<file path="src/rtl/maze_pkg.sv">
// Shared constants, types and packet packing for the maze-cell update link.
// Used by the transmit block here and by the display-side decoder.
package maze_pkg;

    // Grid geometry and field widths
    localparam int unsigned COLS      = 5;
    localparam int unsigned ROWS      = 4;
    localparam int unsigned X_W       = 3;
    localparam int unsigned Y_W       = 2;
    localparam int unsigned FLAG_W    = 8;

    // Packet layout: [15:13]=x, [12:11]=y, [10:8]=0, [7:0]=flags
    localparam int unsigned PKT_X_LSB = 13;
    localparam int unsigned PKT_Y_LSB = 11;
    localparam int unsigned PKT_W     = 16;

    // One buffered update as stored in the FIFO
    localparam int unsigned ENTRY_W   = X_W + Y_W + FLAG_W;

    typedef struct packed {
        logic [X_W-1:0]    x;
        logic [Y_W-1:0]    y;
        logic [FLAG_W-1:0] flags;
    } cell_upd_t;

    // Output sequencer states
    typedef enum logic [1:0] {
        StIdle = 2'd0,
        StSend = 2'd1,
        StGap  = 2'd2
    } tx_state_e;

    // Build the 16-bit link packet; the bits between y and flags are always zero.
    function automatic logic [PKT_W-1:0] maze_pack(
        input logic [X_W-1:0]    x,
        input logic [Y_W-1:0]    y,
        input logic [FLAG_W-1:0] flags
    );
        logic [PKT_W-1:0] pkt;
        pkt                     = '0;
        pkt[PKT_X_LSB +: X_W]   = x;
        pkt[PKT_Y_LSB +: Y_W]   = y;
        pkt[FLAG_W-1:0]         = flags;
        return pkt;
    endfunction

endpackage

</file>
<file path="src/rtl/maze_pkt_fifo.sv">
// Synchronous update FIFO with occupancy count. DEPTH must be a power of two
// so the read/write pointers wrap naturally. Push when full and pop when empty
// are ignored.
module maze_pkt_fifo
    import maze_pkg::*;
#(
    parameter int unsigned WIDTH = ENTRY_W,
    parameter int unsigned DEPTH = 8
) (
    input  logic                     clk,
    input  logic                     rst,
    input  logic                     push,
    input  logic [WIDTH-1:0]         wdata,
    input  logic                     pop,
    output logic [WIDTH-1:0]         rdata,
    output logic [$clog2(DEPTH):0]   count
);

    localparam int unsigned PTR_W = $clog2(DEPTH);
    localparam int unsigned CNT_W = PTR_W + 1;

    logic [WIDTH-1:0] mem [DEPTH];
    logic [PTR_W-1:0] wr_ptr;
    logic [PTR_W-1:0] rd_ptr;
    logic             do_push;
    logic             do_pop;

    assign do_push = push && (count != CNT_W'(DEPTH));
    assign do_pop  = pop && (count != '0);
    assign rdata   = mem[rd_ptr];

    // Storage array; contents need no reset because count gates every read
    always_ff @(posedge clk) begin
        if (do_push) begin
            mem[wr_ptr] <= wdata;
        end
    end

    // Pointers and occupancy; simultaneous push and pop leaves count unchanged
    always_ff @(posedge clk or posedge rst) begin
        if (rst) begin
            wr_ptr <= '0;
            rd_ptr <= '0;
            count  <= '0;
        end else begin
            if (do_push) begin
                wr_ptr <= wr_ptr + PTR_W'(1);
            end
            if (do_pop) begin
                rd_ptr <= rd_ptr + PTR_W'(1);
            end
            case ({do_push, do_pop})
                2'b10:   count <= count + CNT_W'(1);
                2'b01:   count <= count - CNT_W'(1);
                default: count <= count;
            endcase
        end
    end

endmodule

</file>
<file path="src/rtl/maze_packet_tx.sv">
// Transmit side of the 16-bit maze-cell update link. Accepts (x, y, flags)
// updates over valid/ready, drops out-of-grid updates (counted in DROP_CNT),
// buffers the rest in a FIFO and emits one packet per DATA_VAL strobe,
// followed by GAP_CYCLES idle cycles.
// Optional feature: define MAZE_TX_DEDUP_EN to discard updates whose flags
// match the last value enqueued for the same cell.
module maze_packet_tx #(
    parameter int unsigned FIFO_DEPTH = 8,
    parameter int unsigned GAP_CYCLES = 2,
    parameter int unsigned COLS       = maze_pkg::COLS,
    parameter int unsigned ROWS       = maze_pkg::ROWS
) (
    input  logic                          CLK,
    input  logic                          RESET,
    input  logic                          UPD_VALID,
    output logic                          UPD_READY,
    input  logic [maze_pkg::X_W-1:0]      UPD_X,
    input  logic [maze_pkg::Y_W-1:0]      UPD_Y,
    input  logic [maze_pkg::FLAG_W-1:0]   UPD_DATA,
    output logic [maze_pkg::PKT_W-1:0]    DATA_OUT,
    output logic                          DATA_VAL,
    output logic                          BUSY,
    output logic [7:0]                    DROP_CNT
);

    import maze_pkg::*;

    localparam int unsigned CNT_W = $clog2(FIFO_DEPTH) + 1;

    // Grid limits widened by one bit so a full-range dimension still compares correctly
    localparam logic [X_W:0] COL_LIM = COLS[X_W:0];
    localparam logic [Y_W:0] ROW_LIM = ROWS[Y_W:0];

    // Gap counter reload; unused when GAP_CYCLES is zero
    localparam logic [3:0] GAP_LAST = (GAP_CYCLES > 0) ? 4'(GAP_CYCLES - 1) : 4'd0;

    logic             accept;
    logic             in_range;
    logic             dup;
    logic             push;
    logic             pop;
    logic [CNT_W-1:0] fifo_count;
    logic             fifo_empty;
    cell_upd_t        wr_entry;
    cell_upd_t        head;
    logic [ENTRY_W-1:0] fifo_rdata;

    tx_state_e        state;
    logic [3:0]       gap_cnt;

    // ---------------------------------------------------------------------
    // Input side
    // ---------------------------------------------------------------------

    // Ready depends only on the registered occupancy, never on this cycle's pop
    assign UPD_READY = (fifo_count < CNT_W'(FIFO_DEPTH));
    assign accept    = UPD_VALID && UPD_READY;
    assign in_range  = ({1'b0, UPD_X} < COL_LIM) && ({1'b0, UPD_Y} < ROW_LIM);
    assign push      = accept && in_range && !dup;

    assign wr_entry.x     = UPD_X;
    assign wr_entry.y     = UPD_Y;
    assign wr_entry.flags = UPD_DATA;

`ifdef MAZE_TX_DEDUP_EN
    localparam int unsigned CELLS = ROWS * COLS;
    localparam int unsigned IDX_W = (CELLS > 1) ? $clog2(CELLS) : 1;

    logic [FLAG_W-1:0] shadow_flags [CELLS];
    logic [CELLS-1:0]  shadow_valid;
    logic [IDX_W-1:0]  cell_idx;

    // Row-major cell index; only meaningful when the update is in range
    assign cell_idx = IDX_W'(COLS * 32'(UPD_Y) + 32'(UPD_X));

    // An update repeating the last enqueued value for its cell carries no news
    always_comb begin
        dup = 1'b0;
        if (in_range && shadow_valid[cell_idx] && (shadow_flags[cell_idx] == UPD_DATA)) begin
            dup = 1'b1;
        end
    end

    // Shadow values track what was last enqueued per cell
    always_ff @(posedge CLK) begin
        if (push) begin
            shadow_flags[cell_idx] <= UPD_DATA;
        end
    end

    // Shadow valid bits start cleared so the first update to each cell always goes out
    always_ff @(posedge CLK or posedge RESET) begin
        if (RESET) begin
            shadow_valid <= '0;
        end else if (push) begin
            shadow_valid[cell_idx] <= 1'b1;
        end
    end
`else
    assign dup = 1'b0;
`endif

    // Saturating count of updates rejected for lying outside the grid
    always_ff @(posedge CLK or posedge RESET) begin
        if (RESET) begin
            DROP_CNT <= '0;
        end else if (accept && !in_range && (DROP_CNT != 8'hFF)) begin
            DROP_CNT <= DROP_CNT + 8'd1;
        end
    end

    // ---------------------------------------------------------------------
    // Buffer
    // ---------------------------------------------------------------------

    maze_pkt_fifo #(
        .WIDTH (ENTRY_W),
        .DEPTH (FIFO_DEPTH)
    ) u_fifo (
        .clk   (CLK),
        .rst   (RESET),
        .push  (push),
        .wdata (wr_entry),
        .pop   (pop),
        .rdata (fifo_rdata),
        .count (fifo_count)
    );

    assign head       = cell_upd_t'(fifo_rdata);
    assign fifo_empty = (fifo_count == '0);

    // ---------------------------------------------------------------------
    // Output sequencer
    // ---------------------------------------------------------------------

    // The head is consumed on the same edge that loads DATA_OUT and enters SEND
    assign pop  = (state == StIdle) && !fifo_empty;
    assign BUSY = !fifo_empty || (state != StIdle);

    // IDLE -> SEND (one-cycle strobe) -> GAP (GAP_CYCLES cycles) -> IDLE
    always_ff @(posedge CLK or posedge RESET) begin
        if (RESET) begin
            state    <= StIdle;
            DATA_OUT <= '0;
            DATA_VAL <= 1'b0;
            gap_cnt  <= '0;
        end else begin
            DATA_VAL <= 1'b0;
            unique case (state)
                StIdle: begin
                    if (!fifo_empty) begin
                        DATA_OUT <= maze_pack(head.x, head.y, head.flags);
                        DATA_VAL <= 1'b1;
                        state    <= StSend;
                    end
                end
                StSend: begin
                    if (GAP_CYCLES > 0) begin
                        gap_cnt <= GAP_LAST;
                        state   <= StGap;
                    end else begin
                        state   <= StIdle;
                    end
                end
                StGap: begin
                    if (gap_cnt == '0) begin
                        state <= StIdle;
                    end else begin
                        gap_cnt <= gap_cnt - 4'd1;
                    end
                end
                default: begin
                    state <= StIdle;
                end
            endcase
        end
    end

endmodule

</file>
<file path="config.mk">
export PLATFORM = sky130hd
export DESIGN_NAME = maze_packet_tx
export DESIGN_NICKNAME = d
export VERILOG_FILES = /design/src/rtl/maze_pkg.sv /design/src/rtl/maze_pkt_fifo.sv /design/src/rtl/maze_packet_tx.sv
export SDC_FILE = /design/constraint.sdc
export NUM_CORES = 1
export LEC_CHECK = 0
export BUFFER_PORTS_ARGS = -buffer_cell sky130_fd_sc_hd__buf_4
export CORE_MARGIN = 4
export CORE_UTILIZATION = 50
export CTS_CLUSTER_DIAMETER = 200
export DETAILED_ROUTE_END_ITERATION = 12
export PLACE_DENSITY = 0.79
export SETUP_SLACK_MARGIN = 0.5
export SYNTH_ARGS = -nofsm -noshare
export SYNTH_HDL_FRONTEND = slang
export SYNTH_HIERARCHICAL = 1
export SYNTH_SLANG_ARGS = --single-unit
</file>
<file path="constraint.sdc">
create_clock -name CLK -period 6.3 [get_ports CLK]
set_input_delay 0.63 -clock CLK [delete_from_list [all_inputs] [get_ports CLK]]
set_output_delay 0.63 -clock CLK [all_outputs]
set_load 0.05 [all_outputs]
</file>
==> impl_results.md <==
* Post-detailed-routing wire length at 10800 µm
* Worst min path class: input pin to asynchronous set/reset pin
* Layout overhead on the synthesized area at 17.8%
* Tcrit/Tclk final at 0.570
* # fillers at 790
* Largest net degree at the start of global routing at 29
* CP bufs+invs at 1
* FF/Latch Area at 4070 µm²
* Clock Tree Buf Depth at 2
* Simple-gate share of the synthesized area at 0.0527
* Initial antenna violation count at 0
* Crit-path leading delay family: simple AND/OR/NAND/NOR gates
* Post-synth ARST share at 0.268
* Relative slew margins at 0.203
* H-tree Lvls at 4
* DRT antenna net count at 0
* Share of cells above drive strength 1 at 0.300
* Final setup violating endpoints at 0
* CTS root buf: clkbuf_16
* Starting DRT DRC Count at 176
* DIE AREA at 13800 µm²
* Largest stage delay, worst path at 790 ps
* Max Transition Viols Final at 0
* Final Cell Area at 7050 µm²
* Vias per cell at 5.76
* Synthesized cell area at 5980 µm²
* # clock sinks at 142
* CP required at 6600 ps
* Antenna diodes at 0
* Largest family of logic cells by synthesized area: multiplexers
* Worst-Margin Slew at 1200 ps
* DRC Markers at 0
* Post-CTS setup buffers at 0
* Num rows at 39
* Fin. Hold Viols at 0
* CTS Buf Count at 17
* Number of synthesized flops with an enable pin at 104
* TritonCTS clock tree: done
* Die Span X at 117 µm
* DP HPWL at 6560 µm
* Crit-path most repeated cell: ha_1
* Final Wtd Congestion at 0.751
* RSZ-0062 raised after global routing: false
* Die span in y at 117 µm
* 1st-pass router iterations at 4
* Leakage power at 2.65 nW
* Post-Synthesis Cells at 324
* Total gr overflow at 0
* Total negative slack at 0 ps
* First-pass GRT wire length at 17200 µm
* Adder-cell share of the synthesized area at 0.0201
* Synthesized area per cell at 18.5 µm²
* Initial Util at 0.517
* Maxcap violations at 0
* Status: complete, no violations
* Via count at 3071
* Clk_skew at 25.7 ps
* Critical path peak fanout at 15
* Reg clk slew, reported paths at 60 ps
* IO buf count at 39
* Count of different cell masters after synthesis at 47
* Sequential fraction of the synthesis area at 0.681
* Vias in the first global route at 3152
* Commonest non-fill, non-tap cells in the layout: 104 x edfxtp_1, 45 x buf_4, 38 x dfrtp_1
* Critical Path Start Type: flip-flop
* PostCTS Resize Cnt at 0
* Insertion delay to the later sink of the worst-skew pair at 420 ps
* Top FF cell, synth: edfxtp_1
* Critical path start-end classification: flip-flop to flip-flop
* Post-synthesis xor/xnor area fraction at 0.0146
* Drt wl/cell at 20.2 µm
* Top Ports at 43
* Compound-Gate Fraction of Synth Area at 0.0274
* # nets final at 402
* Pwr Total at 3.59 mW
* Area of the multi-input gates at 1790 µm²
* GR Util All Layers at 0.164
* Data arrival, critical path at 3890 ps
* Dpl cell area at 6430 µm²
* Ordered list of cells on the worst path: nor4_4 > nor3_4 > o41ai_1 > inv_1 > ha_1 > ha_1 > or4b_2 > o311ai_0 > o211ai_1
* Setup crit end kind: flip-flop
* Slowest CP cell: nor3_4
* Synth warn at 6
* PD cells at 510 nW/µm²
* Core Area at 11600 µm²
* Post-route minimum period at 3590 ps
* Post-synthesis mux area share at 0.179
* Max VDD drop at 0.270 mV
* Synthesized flop and latch total at 142
* CTS Hold Bufs at 0
* Most common cell after layout, fill and taps aside: edfxtp_1
* FMAX at 0.278 GHz
-- worst reg2reg max path, delay by kind of cell, from the launching register on --
| kind | cells | cell delay [ps] |
|---|---|---|
| compound gates | 3 | 570 |
| fa+ha+maj | 2 | 670 |
| simple gates | 3 | 1530 |
| buf+inv | 1 | 180 |
| flops | 1 | 510 |
-- path summary, 6_finish.rpt --
path | end | from | cells past startpoint | slack, ps
setup / recovery | u_fifo/count[3] | u_fifo/count[3] | 9 | 2710
hold / removal | u_fifo/wr_ptr[1] | RESET | 2 | 210
setup reg to reg | u_fifo/count[3] | u_fifo/count[3] | 9 | 2710
hold reg to reg | gap_cnt[0] | gap_cnt[0] | 1 | 510
max in group asynchronous | DATA_OUT[3] | RESET | 3 | 5380
min in group CLK | u_fifo/mem[2][4] | UPD_DATA[4] | 1 | 450
-- metal layers --
| layer | routed length (µm) | part of all wire | track usage | vias to the layer above |
|---|---|---|---|---|
| met5 | 0 | 0 | 0 | - |
| met4 | 126 | 0.012 | 0.0704 | 0 |
| met3 | 530 | 0.049 | 0.0529 | 8 |
| met2 | 5570 | 0.52 | 0.267 | 73 |
| met1 | 4530 | 0.42 | 0.204 | 1594 |
| li1 | - | - | - | 1396 |
-- where the power goes --
| part | internal [mW] | switching, mW |
|---|---|---|
| Combinational | 0.570 | 0.651 |
| Sequential | 1.17 | 0.192 |
| Clock | 0.646 | 0.362 |
| Total | 2.39 | 1.20 |
-- state kept, by name (all words and copies together), names as in the netlist --
register / count
DATA_OUT: 13
u_fifo/wr_ptr: 3
gap_cnt: 4
u_fifo/mem: 104
DATA_VAL: 1
u_fifo/rd_ptr: 3
state: 2
u_fifo/count: 4
DROP_CNT: 8
-- cells in the mapped netlist (all sizes together), types with 2 or more instances --
cell	instances	area share
edfxtp	104	0.52
dfrtp	38	0.16
mux2	29	0.060
mux4	26	0.11
inv	14	0.0088
nor2	12	0.0075
buf	11	0.014
nand2	10	0.0063
ha	8	0.017
xnor2	8	0.012
nor3	7	0.0077
a21oi	6	0.0050
nand4	5	0.0052
o21ai	5	0.0042
mux2i	3	0.0050
nand2b	3	0.0031
nand3	3	0.0025
nor3b	3	0.0038
nor4	3	0.0056
o211ai	3	0.0038
clkbuf	2	0.0013
nor2b	2	0.0021
or4b	2	0.0040
xor2	2	0.0029
-- layout make-up --
class,instances,share of cell area
multi-input combinational,157,0.254
clock inverter,12,0.0225
clock buffer,20,0.0648
timing repair buffer,45,0.0479
inverter,14,0.00745
tap,143,0.0254
sequential,142,0.578
-- metrics by stage --
step            util  hold WS (ps)  instances  setup WS [ps]
2_1_floorplan      -           470        326           3320
3_5_place_dp   0.556           500        501           2730
5_1_grt        0.610           239        533           2460
4_1_cts        0.610           217        533           2710
6_report       0.610           213        533           2710
3_3_place_gp   0.556           500        501           2900
-- cell families after synthesis --
group | Yosys count
xor+xnor | 10
compound gates | 23
other cells | 1
buf+inv | 27
fa+ha+maj | 9
flops | 142
simple gates | 54
mux | 58
Power figures use the tool's default switching activity.
